`src/rtl/apb_master_q.sv`:
```
// APB master with an in-order command FIFO and a registered per-transfer response channel.
// Optional ACCESS-phase timeout is compiled in when APB_MASTER_TIMEOUT_EN is defined.
module apb_master_q #(
  parameter int ADDR_W      = 8,
  parameter int DATA_W      = 8,
  parameter int CMD_DEPTH   = 4,
  parameter int TIMEOUT_CYC = 16
) (
  input  logic                  pclk,
  input  logic                  prst,
  input  logic                  trf_valid,
  output logic                  trf_ready,
  input  logic                  trf_write,
  input  logic [ADDR_W-1:0]     trf_addr,
  input  logic [DATA_W-1:0]     trf_wdata,
  input  logic [DATA_W/8-1:0]   trf_strb,
  output logic                  trf_rsp_valid,
  output logic                  trf_rsp_write,
  output logic                  trf_rsp_err,
  output logic [DATA_W-1:0]     trf_rdata,
  output logic                  psel,
  output logic                  penable,
  output logic                  pwrite,
  output logic [ADDR_W-1:0]     paddr,
  output logic [DATA_W-1:0]     pwdata,
  output logic [DATA_W/8-1:0]   pstrb,
  input  logic [DATA_W-1:0]     prdata,
  input  logic                  pready,
  input  logic                  pslverr
);

  localparam int STRB_W = DATA_W / 8;
  localparam int PTR_W  = (CMD_DEPTH > 1) ? $clog2(CMD_DEPTH) : 1;
  localparam int CNT_W  = $clog2(CMD_DEPTH + 1);

  typedef enum logic [1:0] {
    IDLE,
    SETUP,
    ACCESS
  } state_t;

  state_t state, state_nxt;

  logic              write_mem [CMD_DEPTH];
  logic [ADDR_W-1:0] addr_mem  [CMD_DEPTH];
  logic [DATA_W-1:0] wdata_mem [CMD_DEPTH];
  logic [STRB_W-1:0] strb_mem  [CMD_DEPTH];

  logic [PTR_W-1:0] wr_ptr, rd_ptr;
  logic [CNT_W-1:0] count;
  logic             push, pop, empty, full;
  logic             xfer_done, timeout;

  assign full      = (count == CNT_W'(CMD_DEPTH));
  assign empty     = (count == '0);
  assign trf_ready = ~full;
  assign push      = trf_valid & trf_ready;

  // Command storage carries data only; no reset needed.
  always_ff @(posedge pclk) begin
    if (push) begin
      write_mem[wr_ptr] <= trf_write;
      addr_mem[wr_ptr]  <= trf_addr;
      wdata_mem[wr_ptr] <= trf_wdata;
      strb_mem[wr_ptr]  <= trf_write ? trf_strb : '0;
    end
  end

  always_ff @(posedge pclk) begin
    if (prst) begin
      wr_ptr <= '0;
      rd_ptr <= '0;
      count  <= '0;
    end else begin
      if (push) wr_ptr <= wr_ptr + PTR_W'(1);
      if (pop)  rd_ptr <= rd_ptr + PTR_W'(1);
      case ({push, pop})
        2'b10:   count <= count + CNT_W'(1);
        2'b01:   count <= count - CNT_W'(1);
        default: count <= count;
      endcase
    end
  end

`ifdef APB_MASTER_TIMEOUT_EN
  localparam int TMO_W = $clog2(TIMEOUT_CYC + 1);
  logic [TMO_W-1:0] tmo_cnt;

  // Cleared while in SETUP so each transfer starts ACCESS with a fresh count.
  always_ff @(posedge pclk) begin
    if (prst) begin
      tmo_cnt <= '0;
    end else if (state == SETUP) begin
      tmo_cnt <= '0;
    end else if ((state == ACCESS) && !pready) begin
      tmo_cnt <= tmo_cnt + TMO_W'(1);
    end
  end

  assign timeout = (state == ACCESS) && !pready && (tmo_cnt == TMO_W'(TIMEOUT_CYC - 1));
`else
  assign timeout = 1'b0;
`endif

  assign xfer_done = (state == ACCESS) && (pready || timeout);

  always_comb begin
    state_nxt = state;
    pop       = 1'b0;
    case (state)
      IDLE: begin
        if (!empty) begin
          state_nxt = SETUP;
          pop       = 1'b1;
        end
      end
      SETUP: begin
        state_nxt = ACCESS;
      end
      ACCESS: begin
        if (pready || timeout) begin
          if (!empty) begin
            state_nxt = SETUP;
            pop       = 1'b1;
          end else begin
            state_nxt = IDLE;
          end
        end
      end
      default: begin
        state_nxt = IDLE;
      end
    endcase
  end

  always_ff @(posedge pclk) begin
    if (prst) begin
      state   <= IDLE;
      psel    <= 1'b0;
      penable <= 1'b0;
      pwrite  <= 1'b0;
      paddr   <= '0;
      pwdata  <= '0;
      pstrb   <= '0;
    end else begin
      state   <= state_nxt;
      psel    <= (state_nxt != IDLE);
      penable <= (state_nxt == ACCESS);
      if (pop) begin
        pwrite <= write_mem[rd_ptr];
        paddr  <= addr_mem[rd_ptr];
        pwdata <= wdata_mem[rd_ptr];
        pstrb  <= strb_mem[rd_ptr];
      end
    end
  end

  // A completion without pready can only be a timeout, which reports as an error.
  always_ff @(posedge pclk) begin
    if (prst) begin
      trf_rsp_valid <= 1'b0;
      trf_rsp_write <= 1'b0;
      trf_rsp_err   <= 1'b0;
      trf_rdata     <= '0;
    end else begin
      trf_rsp_valid <= xfer_done;
      if (xfer_done) begin
        trf_rsp_write <= pwrite;
        trf_rsp_err   <= ~pready | pslverr;
        trf_rdata     <= (pready && !pwrite && !pslverr) ? prdata : '0;
      end
    end
  end

endmodule

```
`config.mk`:
```
export PLATFORM = sky130hd
export DESIGN_NAME = apb_master_q
export DESIGN_NICKNAME = d
export VERILOG_FILES = /design/src/rtl/apb_master_q.sv
export SDC_FILE = /design/constraint.sdc
export NUM_CORES = 1
export LEC_CHECK = 0
export BUFFER_PORTS_ARGS = -buffer_cell sky130_fd_sc_hd__buf_2
export CORE_MARGIN = 10
export CORE_UTILIZATION = 34
export DETAILED_ROUTE_END_ITERATION = 16
export PLACE_DENSITY_LB_ADDON = 0.12
export REMOVE_ABC_BUFFERS = 1
export SYNTH_ARGS = -nofsm -noshare
export SYNTH_HDL_FRONTEND = slang
export SYNTH_SLANG_ARGS = --single-unit
```
`constraint.sdc`:
```
create_clock -name pclk -period 1.9 [get_ports pclk]
set_input_delay 0.285 -clock pclk [delete_from_list [all_inputs] [get_ports pclk]]
set_output_delay 0.285 -clock pclk [all_outputs]
set_load 0.01 [all_outputs]
```
==> impl_results.rst <==
.. list-table::
   :header-rows: 1

   * - Metric
     - Value
   * - Die W
     - 133 um
   * - Minimum period implied by the final worst setup slack
     - 1.98 ns
   * - Mean instance size in the synthesized netlist
     - 14.9 um^2
   * - Overall die area
     - 17,800 um^2
   * - Post-route fraction of the period consumed by the critical path
     - 1.04
   * - H-tree depth
     - 3
   * - Largest buffer count on any clock path
     - 2
   * - First-pass GRT wire length
     - 15.9 mm
   * - Aggregate global-route resource usage
     - 0.115
   * - Maximum fanout along the worst path
     - 3
   * - Synthesized cell area
     - 4370 um^2
   * - Post-detailed-route via-to-cell ratio
     - 4.92
   * - Number of global-route vias before repair
     - 2,862
   * - Cell types with the largest area share after synthesis
     - sky130_fd_sc_hd__edfxtp_1, sky130_fd_sc_hd__dfxtp_1, sky130_fd_sc_hd__mux4_2, sky130_fd_sc_hd__a21oi_1, sky130_fd_sc_hd__o31ai_1
   * - Power per unit of standard cell area
     - 1400 nW/um^2
   * - Post-synthesis cell type count
     - 35
   * - Clock-pin slew reported for the worst setup and hold paths after clock tree synthesis
     - 0.07 ns
   * - Detailed-router iteration count before antenna repair
     - 4
   * - Synth warnings
     - 0
   * - Required time reported for the critical path endpoint
     - 2.18 ns
   * - Number of nets at the end of the flow
     - 407
   * - Critical path depth in cells
     - 8
   * - Vias
     - 2,689
   * - Maximum resistive drop on vdd
     - 0.514 mV
   * - Wirelength per Cell
     - 18.1 um
   * - Worst setup path category
     - reg2reg
   * - Area of the core
     - 12,600 um^2
   * - Starting density of the core
     - 0.346
   * - Endpoint class of the critical path
     - flop
   * - Worst endpoint data arrival time
     - 2.26 ns
   * - Number of DRC violations after detailed-routing iteration 0
     - 150
   * - Routed wire length
     - 9.90 mm
   * - Die Y
     - 133 um
   * - Maxcap violations
     - 0
   * - Post-synth top area share
     - 0.495
   * - Unrepaired setup endpoints after global routing
     - true
   * - Number of design rule violations left after detail routing
     - 0
   * - Cell with the biggest individual delay on the critical path
     - sky130_fd_sc_hd__or3b_4
   * - Cell accounting for the most synthesized area
     - sky130_fd_sc_hd__edfxtp_1
   * - Total placed cells including tap cells
     - 529
   * - Tightest Pin Transition
     - 0.748 ns
   * - Achievable frequency
     - 0.506 GHz
   * - Final worst slack
     - -0.0781 ns
   * - Register bit count reported by yosys
     - 112
   * - Combined buffer and inverter count along the critical path
     - 1
   * - Area overhead of the layout relative to synthesis
     - 21.4%
   * - CP max stage delay
     - 0.41 ns
   * - Number of buffers created by CTS
     - 9
   * - Initial antenna violation count
     - 0
   * - CTS Sinks
     - 112
   * - Number of failing hold endpoints at the final stage
     - 0
   * - Root cell of the clock tree
     - sky130_fd_sc_hd__clkbuf_16
   * - Routability Congestion
     - 0.670
   * - Post-synthesis sequential area ratio
     - 0.678
   * - Placement Rows
     - 41
   * - Number of endpoints failing setup at the final stage
     - 2
   * - Count of cells along the worst hold path
     - 1
   * - # hold bufs at CTS
     - 0
   * - Outcome
     - complete, but fails checks
   * - Final core utilization
     - 0.420
   * - # port buffers
     - 62
   * - Diode count
     - 0
   * - Number of top-level design ports
     - 63
   * - Global-route congestion overflow total
     - 0
   * - Detail Placement HPWL
     - 6.53 mm
   * - Number of nets still failing antenna checks after routing
     - 0
   * - TritonCTS clock tree
     - built
   * - Pin count of the biggest net entering global routing
     - 23
   * - Final cell count without fillers
     - 547
   * - Nature of the critical path startpoint
     - flop
   * - Leakage power
     - 0.00195 uW
   * - Synthesized instance count
     - 294
   * - Max-slew headroom
     - 0.500
   * - Total count of max-transition violations in the final report
     - 0
   * - Worst min path class
     - in2reg
   * - Worst path cell trace
     - or3b_4 > nand2_4 > ha_4 > inv_2 > fa_2 > xor2_1 > or3_1 > a21oi_2
   * - Cells on worst reg2reg path
     - 8
   * - Setup skew after layout
     - 0.00759 ns
   * - Share of post-route cells with drive strength above 1
     - 0.371
   * - Clock latency reported for the late side of the worst-skew pair
     - 0.35 ns
   * - Violations in the final reports
     - setup timing
   * - Category of cells accounting for the largest share of critical-path delay
     - simple AND/OR/NAND/NOR gates
-- registers in the layout, indices dropped and copies added (netlist names) --
name	cells
rd_ptr	2
pstrb	1
psel	1
trf_rsp_valid	1
state	2
penable	1
wdata_mem	32
write_mem	4
trf_rdata	8
pwrite	1
addr_mem	32
count	3
paddr	8
trf_rsp_err	1
strb_mem	4
trf_rsp_write	1
wr_ptr	2
pwdata	8
-- where the power goes --
group	switching (uW)	total (uW)	internal [uW]
Sequential	176	3150	2970
Combinational	1330	2420	1090
Clock	852	1880	1030
-- layout make-up --
| type | instances | area [um^2] |
|---|---|---|
| clock buffers | 10 | 229 |
| fillers | 1212 | 7320 |
| inverters | 7 | 26.3 |
| well taps | 172 | 215 |
| multi-input cells | 151 | 1270 |
| clock inverters | 6 | 66.3 |
| flip-flops and latches | 112 | 2970 |
| repair buffers | 89 | 526 |
-- through the flow --
stage	area, um^2	setup slack [ns]	setup TNS, ns	hold slack, ns	total power, uW
floorplan	4220	-0.348	-0.493	0.347	4510
global placement	4950	-0.146	-0.146	0.438	5500
detailed placement	4950	-0.217	-0.250	0.443	5550
CTS	5290	-0.0454	-0.0535	0.134	7540
global route	5300	-0.144	-0.252	0.133	7920
finish	5300	-0.0781	-0.109	0.144	7450
-- cells in the final DEF (no fill, tap or decap), types with 4 or more instances in the layout --
cell type and count:
sky130_fd_sc_hd__mux4_2 17, sky130_fd_sc_hd__nand3_1 10, sky130_fd_sc_hd__buf_2 62, sky130_fd_sc_hd__o31ai_1 19, sky130_fd_sc_hd__nor2_1 8, sky130_fd_sc_hd__a21oi_1 31, sky130_fd_sc_hd__inv_1 4, sky130_fd_sc_hd__and3_1 4
sky130_fd_sc_hd__dfxtp_1 37, sky130_fd_sc_hd__edfxtp_1 72, sky130_fd_sc_hd__buf_4 26, sky130_fd_sc_hd__nand2_1 12, sky130_fd_sc_hd__ha_1 4, sky130_fd_sc_hd__clkbuf_16 9, sky130_fd_sc_hd__nand4_1 19
-- timing repair --
action / CTS / global route
endpoints found under the setup margin: 2 / 2
pin swaps: 7 / 1
resized for setup: 11 / 3
buffers inserted: 2 / 0
-- cell families after synthesis --
group,Yosys count,synth area share
and+or+nand+nor,67,0.0816
adders and majority gates,6,0.0189
DFF,112,0.678
buffers and inverters,31,0.0407
xor gates and xnor gates,2,0.00401
muxes,20,0.0988
AOI/OAI and AO/OA,56,0.0779
-- cell usage after synthesis (all sizes together) --
master / instances
a21o: 2
a21oi: 34
and2: 1
and3: 4
and3b: 1
buf: 17
clkbuf: 7
dfxtp: 40
edfxtp: 72
fa: 1
ha: 5
inv: 7
mux2: 2
mux4: 18
nand2: 13
nand2b: 1
nand3: 11
nand3b: 1
nand4: 19
nor2: 9
nor2b: 2
nor3: 1
o21ai: 1
o31ai: 19
or3: 2
or3b: 1
or4: 1
xor2: 2
-- routing by layer --
layer / vias to the layer above / global-route usage / wire length, um
met5: - / 0 / 0
met4: 0 / 0.0550 / 197
met3: 16 / 0.0338 / 540
met2: 65 / 0.190 / 4850
met1: 1325 / 0.135 / 4320
li1: 1283 / - / -
-- final timing paths --
path / startpoint / slack [ns] / endpoint
worst max-delay path: count[1] / -0.08 / count[2]
worst min-delay path: trf_wdata[4] / 0.14 / wdata_mem[2][4]
worst max register to register: count[1] / -0.08 / count[2]
worst min register to register: trf_rdata[3] / 0.45 / trf_rdata[3]
Power figures use the tool's default switching activity.
